**config.mk**
```make
export PLATFORM = sky130hd
export DESIGN_NAME = ccip_mmio_initiator
export DESIGN_NICKNAME = d
export VERILOG_FILES = /design/src/rtl/ccip_mmio_initiator.sv
export SDC_FILE = /design/constraint.sdc
export NUM_CORES = 1
export LEC_CHECK = 0
export BUFFER_PORTS_ARGS = -buffer_cell sky130_fd_sc_hd__buf_2
export CAP_MARGIN = 15
export CORE_AREA = 5 5 566 568
export CTS_CLUSTER_DIAMETER = 150
export DETAILED_ROUTE_END_ITERATION = 6
export DIE_AREA = 0 0 571 573
export PLACE_DENSITY = 0.3
export RECOVER_POWER = 100
export SYNTH_ARGS = -nofsm -noshare
export SYNTH_HDL_FRONTEND = slang
export SYNTH_SLANG_ARGS = --single-unit
```
**constraint.sdc**
```tcl
create_clock -name clk -period 2.5 [get_ports clk]
set_input_delay 0.125 -clock clk [delete_from_list [all_inputs] [get_ports clk]]
set_output_delay 0.125 -clock clk [all_outputs]
set_load 0.005 [all_outputs]
```
**src/rtl/ccip_mmio_initiator.sv**
```systemverilog
// CCI-P type subset plus a host-side MMIO initiator: turns a command/response
// handshake into AFU Rx c0 MMIO requests and collects Tx c2 read responses.
package ccip_if_pkg;

    localparam int unsigned CCIP_CLDATA_W = 512;
    localparam int unsigned CCIP_MMIO_W   = 64;
    localparam int unsigned CCIP_TID_W    = 9;
    localparam int unsigned CCIP_ADDR_W   = 16;

    typedef struct packed {
        logic [CCIP_ADDR_W-1:0] address;
        logic [1:0]             length;
        logic                   rsvd;
        logic [CCIP_TID_W-1:0]  tid;
    } t_ccip_c0_ReqMmioHdr;

    typedef struct packed {
        logic [1:0]  vc_used;
        logic        rsvd1;
        logic        hit_miss;
        logic [1:0]  rsvd0;
        logic [1:0]  cl_num;
        logic [3:0]  resp_type;
        logic [15:0] mdata;
    } t_ccip_c0_RspMemHdr;

    typedef struct packed {
        logic [1:0]  vc_used;
        logic        rsvd1;
        logic        hit_miss;
        logic        format;
        logic        rsvd0;
        logic [1:0]  cl_num;
        logic [3:0]  resp_type;
        logic [15:0] mdata;
    } t_ccip_c1_RspMemHdr;

    typedef struct packed {
        logic [CCIP_TID_W-1:0] tid;
    } t_ccip_c2_RspMmioHdr;

    typedef struct packed {
        t_ccip_c0_RspMemHdr       hdr;
        logic [CCIP_CLDATA_W-1:0] data;
        logic                     rspValid;
        logic                     mmioRdValid;
        logic                     mmioWrValid;
    } t_if_ccip_c0_Rx;

    typedef struct packed {
        t_ccip_c1_RspMemHdr hdr;
        logic               rspValid;
    } t_if_ccip_c1_Rx;

    typedef struct packed {
        logic           c0TxAlmFull;
        logic           c1TxAlmFull;
        t_if_ccip_c0_Rx c0;
        t_if_ccip_c1_Rx c1;
    } t_if_ccip_Rx;

    typedef struct packed {
        logic [63:0] hdr;
        logic        valid;
    } t_if_ccip_c0_Tx;

    typedef struct packed {
        logic [63:0]              hdr;
        logic [CCIP_CLDATA_W-1:0] data;
        logic                     valid;
    } t_if_ccip_c1_Tx;

    typedef struct packed {
        t_ccip_c2_RspMmioHdr    hdr;
        logic                   mmioRdValid;
        logic [CCIP_MMIO_W-1:0] data;
    } t_if_ccip_c2_Tx;

    typedef struct packed {
        t_if_ccip_c0_Tx c0;
        t_if_ccip_c1_Tx c1;
        t_if_ccip_c2_Tx c2;
    } t_if_ccip_Tx;

endpackage

module ccip_mmio_initiator
    import ccip_if_pkg::*;
#(
    parameter int unsigned TIMEOUT_CYCLES = 256,
    parameter logic [63:0] TIMEOUT_DATA   = 64'hFFFF_FFFF_FFFF_FFFF
) (
    input  logic        clk,
    input  logic        rst,
    input  logic        cmd_valid,
    output logic        cmd_ready,
    input  logic        cmd_write,
    input  logic [15:0] cmd_addr,
    input  logic [63:0] cmd_wdata,
    output logic        resp_valid,
    output logic [63:0] resp_data,
    output logic        resp_timeout,
    output t_if_ccip_Rx afu_rx,
    input  t_if_ccip_Tx afu_tx
);

    localparam int unsigned TID_W  = CCIP_TID_W;
    localparam int unsigned DATA_W = CCIP_MMIO_W;
    localparam int unsigned CL_W   = CCIP_CLDATA_W;
    localparam int unsigned CNT_W  = $clog2(TIMEOUT_CYCLES);

    typedef enum logic [1:0] {
        IDLE  = 2'd0,
        ISSUE = 2'd1,
        WAIT  = 2'd2,
        DONE  = 2'd3
    } state_t;

    state_t              state_q, state_d;
    logic                write_q, write_d;
    logic [TID_W-1:0]    tid_q, tid_d;
    logic [TID_W-1:0]    flight_tid_q, flight_tid_d;
    logic [CNT_W-1:0]    cnt_q, cnt_d;
    logic                cmd_ready_d;
    logic                resp_valid_d;
    logic [DATA_W-1:0]   resp_data_d;
    logic                resp_timeout_d;
    t_if_ccip_Rx         afu_rx_d;
    t_ccip_c0_ReqMmioHdr issue_hdr;
    logic                rsp_match;
    logic                cnt_last;

    // c0/c1 Tx channels and the DW address LSB carry nothing this block needs.
    logic unused_inputs;
    assign unused_inputs = ^{afu_tx.c0, afu_tx.c1, cmd_addr[0]};

    // Next-state and registered-output decode
    always_comb begin
        state_d        = state_q;
        write_d        = write_q;
        tid_d          = tid_q;
        flight_tid_d   = flight_tid_q;
        cnt_d          = cnt_q;
        cmd_ready_d    = 1'b0;
        resp_valid_d   = 1'b0;
        resp_data_d    = '0;
        resp_timeout_d = 1'b0;
        afu_rx_d       = '0;
        issue_hdr      = '0;
        rsp_match      = afu_tx.c2.mmioRdValid && (afu_tx.c2.hdr.tid == flight_tid_q);
        cnt_last       = (cnt_q == CNT_W'(TIMEOUT_CYCLES - 1));

        unique case (state_q)
            IDLE: begin
                if (cmd_valid && cmd_ready) begin
                    write_d      = cmd_write;
                    flight_tid_d = tid_q;
                    // Request is built here so it appears registered during ISSUE.
                    issue_hdr.address       = {cmd_addr[15:1], 1'b0};
                    issue_hdr.length        = 2'b01;
                    issue_hdr.tid           = tid_q;
                    afu_rx_d.c0.hdr         = t_ccip_c0_RspMemHdr'(issue_hdr);
                    afu_rx_d.c0.mmioWrValid = cmd_write;
                    afu_rx_d.c0.mmioRdValid = !cmd_write;
                    afu_rx_d.c0.data        = cmd_write ? CL_W'(cmd_wdata) : '0;
                    state_d                 = ISSUE;
                end
            end
            ISSUE: begin
                tid_d = tid_q + TID_W'(1);
                cnt_d = '0;
                if (write_q) begin
                    resp_valid_d = 1'b1;
                    state_d      = DONE;
                end else begin
                    state_d = WAIT;
                end
            end
            WAIT: begin
                if (rsp_match) begin
                    resp_valid_d = 1'b1;
                    resp_data_d  = afu_tx.c2.data;
                    state_d      = DONE;
                end else if (cnt_last) begin
                    resp_valid_d   = 1'b1;
                    resp_timeout_d = 1'b1;
                    resp_data_d    = TIMEOUT_DATA;
                    state_d        = DONE;
                end else begin
                    cnt_d = cnt_q + CNT_W'(1);
                end
            end
            DONE: begin
                state_d = IDLE;
            end
            default: begin
                state_d = IDLE;
            end
        endcase

        cmd_ready_d = (state_d == IDLE);
    end

    // State and output registers
    always_ff @(posedge clk) begin
        if (rst) begin
            state_q      <= IDLE;
            write_q      <= 1'b0;
            tid_q        <= '0;
            flight_tid_q <= '0;
            cnt_q        <= '0;
            cmd_ready    <= 1'b0;
            resp_valid   <= 1'b0;
            resp_data    <= '0;
            resp_timeout <= 1'b0;
            afu_rx       <= '0;
        end else begin
            state_q      <= state_d;
            write_q      <= write_d;
            tid_q        <= tid_d;
            flight_tid_q <= flight_tid_d;
            cnt_q        <= cnt_d;
            cmd_ready    <= cmd_ready_d;
            resp_valid   <= resp_valid_d;
            resp_data    <= resp_data_d;
            resp_timeout <= resp_timeout_d;
            afu_rx       <= afu_rx_d;
        end
    end

endmodule

```
==> results.cfg <==
[cts]
ctsRootBufferMaster = clkbuf_16
clk_pin_slew_ns = 0.10
cts_inserted_buffers = 17
clock_latency_ns = 0.51
cts_buffer_depth = 2
clock_sinks = 187
post_cts_buffers = 0
cts_tree = yes
htreeDepth = 4

[grt]
grt_pass1_wl_um = 61200
grt_max_degree = 68
antenna_found_initial = 31
gr-total-overflow = 0
grt_pass1_vias = 7146
grt_usage_pct = 2.80

[die]
core.rowCount = 206
coreArea_um2 = 314000
io-pin-count = 1441
fp.dieH_um = 573
die-area_um2 = 327000
die_x_um = 571
initial_utilization_pct = 2.99

[layout]
drive_gt1_share_pct = 15.8
nets = 2237
area_growth_pct = 72.4
final_common_cell = conb_1
fillCellCount = 37200
final_core_util_pct = 5.16
regArea_um2 = 3740
mostFrequentLayoutCells = conb_1 (483), dfxtp_1 (187), buf_2 (180)
multi_input_area_um2 = 3640

[worst_setup_path]
worstSetupEndpointType = flop
critical_path_arrival_ns = 2.62
worstPathRequired_ns = 2.93
crit_type = reg -> reg
path_max_fanout = 36
critPathLaunchType = flop

[place]
port-buffer-count = 314
dpl.hpwl_um = 40200
place_congestion = 0.695

[sta]
fin_crit_sh_pct = 87.6
timing.fmax_mhz = 457
setup_viol = 0
worst_pin_slew_ns = 0.856
layout_min_cycle_time_ns = 2.19
grt_setup_unrepaired = no
relSlewSlack_pct = 43.2
final_hold_viol_count = 0
finClkSkew_ns = 0.0384
report.final.slew_viol_count = 0
tns_ns = 0

[detailed_routing]
via_count = 6803
wl_per_cell_um = 8.58
ant_nets = 0
drtIter0Drc = 139
drt-total-wl_um = 48200
via_per_inst = 1.21
drt-met1-wl_um = 16800
wl_met2_um = 24500
first_pass_iters = 4
top_layer_used = met5
wl_met3_um = 5420
drc = 0

[job]
max-cap-violations = 0

[yosys]
synth_area_per_cell_um2 = 9.60
yosys_warnings = 0
synth_compound_area_share_pct = 7.82
synth_simple_gate_area_share_pct = 9.01
synthAdderAreaFrac_pct = 0.799
syn-instance-count = 979
synth.area.mux_share_pct = 0.426
synth_top_family_by_area = buffers and inverters
synth-seq-cells = 187
synth-xor-area-share_pct = 1.30
netlist_area_um2 = 9400
yosysUniqueCellTypes = 38
ys_seq_area_share_pct = 39.8

[min_path]
hp-class = in -> reg

[outcome]
status = completed

[power_and_ir_drop]
p_per_area_nw_per_um2 = 451
peakVddDrop_v = 0.000495
power.leakage_nw = 5.92
-- registers in the layout (all words and copies together), names as in the netlist --
signal and count:
afu_rx 91, cnt_q 8, flight_tid_q 9, write_q 1
tid_q 9, resp_data 64, resp_timeout 1, state_q 2
resp_valid 1, cmd_ready 1
-- metal layers --
metal	up-vias	track usage (%)
li1	3099	-
met1	3083	2.71
met2	551	5.21
met3	68	1.18
met4	2	1.12
met5	-	0
-- report_power, final --
group / internal (mW) / total, mW / switching, mW
Clock: 1.40 / 3.13 / 1.74
Combinational: 0.422 / 1.04 / 0.621
Sequential: 3.08 / 3.12 / 0.0479
Total: 4.89 / 7.30 / 2.41
-- path summary, 6_finish.rpt --
path / from / to / slack, ns / cells past startpoint
max: flight_tid_q[3] / resp_data[28] / 0.31 / 7
max reg2reg: flight_tid_q[3] / resp_data[28] / 0.31 / 7
min reg2reg: flight_tid_q[4] / flight_tid_q[4] / 0.48 / 1
min: rst / tid_q[4] / 0.07 / 2
-- area by class of cell --
class | instances | area share, %
Antenna cell | 8 | 0.124
Clock buffer | 17 | 2.63
Clock inverter | 15 | 1.30
Inverter | 4 | 0.0927
Multi-Input combinational cell | 752 | 22.5
Sequential cell | 187 | 23.1
Tap cell | 4160 | 32.1
Timing Repair Buffer | 469 | 18.2
-- worst max-delay path, cell delays in order, from the launching register on --
cell      delay (ns)
dfxtp_1         0.33
xnor2_1         0.22
nand4_1         0.15
or3_4           0.50
a21boi_4        0.19
buf_6           0.30
buf_4           0.23
o21a_1          0.12
-- cell usage after synthesis --
cell	n	area [um^2]
nor3_1	3	15.0
conb_1	1	3.75
ha_1	6	75.1
a21oi_1	5	25.0
nand2_1	13	48.8
o21ai_0	6	30.0
nand3_1	5	25.0
a31oi_1	4	25.0
o211ai_1	1	7.51
dfxtp_1	187	3740
a211oi_2	1	12.5
xor2_1	4	35.0
o2bb2ai_1	1	8.76
inv_1	4	15.0
a21boi_1	1	7.51
xnor2_1	10	87.6
o21a_1	65	488
buf_2	8	40.0
nor2b_1	4	25.0
buf_6	6	67.6
a21boi_0	1	7.51
nand2b_1	2	12.5
mux2i_1	4	40.0
or2_2	2	12.5
a21o_1	11	82.6
nand4_1	8	50.1
o2111a_1	1	11.3
o32ai_1	1	8.76
a32o_1	1	10.0
nor4_1	1	6.26
a21bo_2	1	10.0
clkbuf_1	20	75.1
buf_4	484	3630
or3_4	1	11.3
and2_1	25	156
or3_1	3	18.8
nor2_1	9	33.8
and3_1	69	432
-- timing repair --
item / 4_1_cts / 5_1_grt
hold buffers: 144 / 0
resized for setup: 0 / 0
hold endpoints to repair: 144 / 0
-- kinds of logic (layout without fill, tap and decap cells) --
logic type | after synthesis | in the layout
AOI/OAI and AO/OA | 100 | 100
muxes | 4 | 4
xor gates and xnor gates | 14 | 14
buffers and inverters | 522 | 505
adders and majority gates | 6 | 6
other | 1 | 491
DFF | 187 | 187
and+or+nand+nor | 145 | 145
-- through the flow --
stage / power (mW) / instances / worst slack [ns] / hold slack [ns] / instance area [um^2]
3_5_place_dp: 4.03 / 5428 / 0.305 / 0.330 / 14300
6_report: 7.30 / 5612 / 0.310 / 0.0681 / 16200
5_1_grt: 7.77 / 5606 / 0.111 / 0.0559 / 16200
3_3_place_gp: 4.03 / 5428 / 0.282 / 0.337 / 14300
2_1_floorplan: 4.20 / 1461 / 0.879 / 0.247 / 11200
4_1_cts: 7.57 / 5604 / 0.266 / 0.0105 / 16400
(Power assumes the default switching activity.)
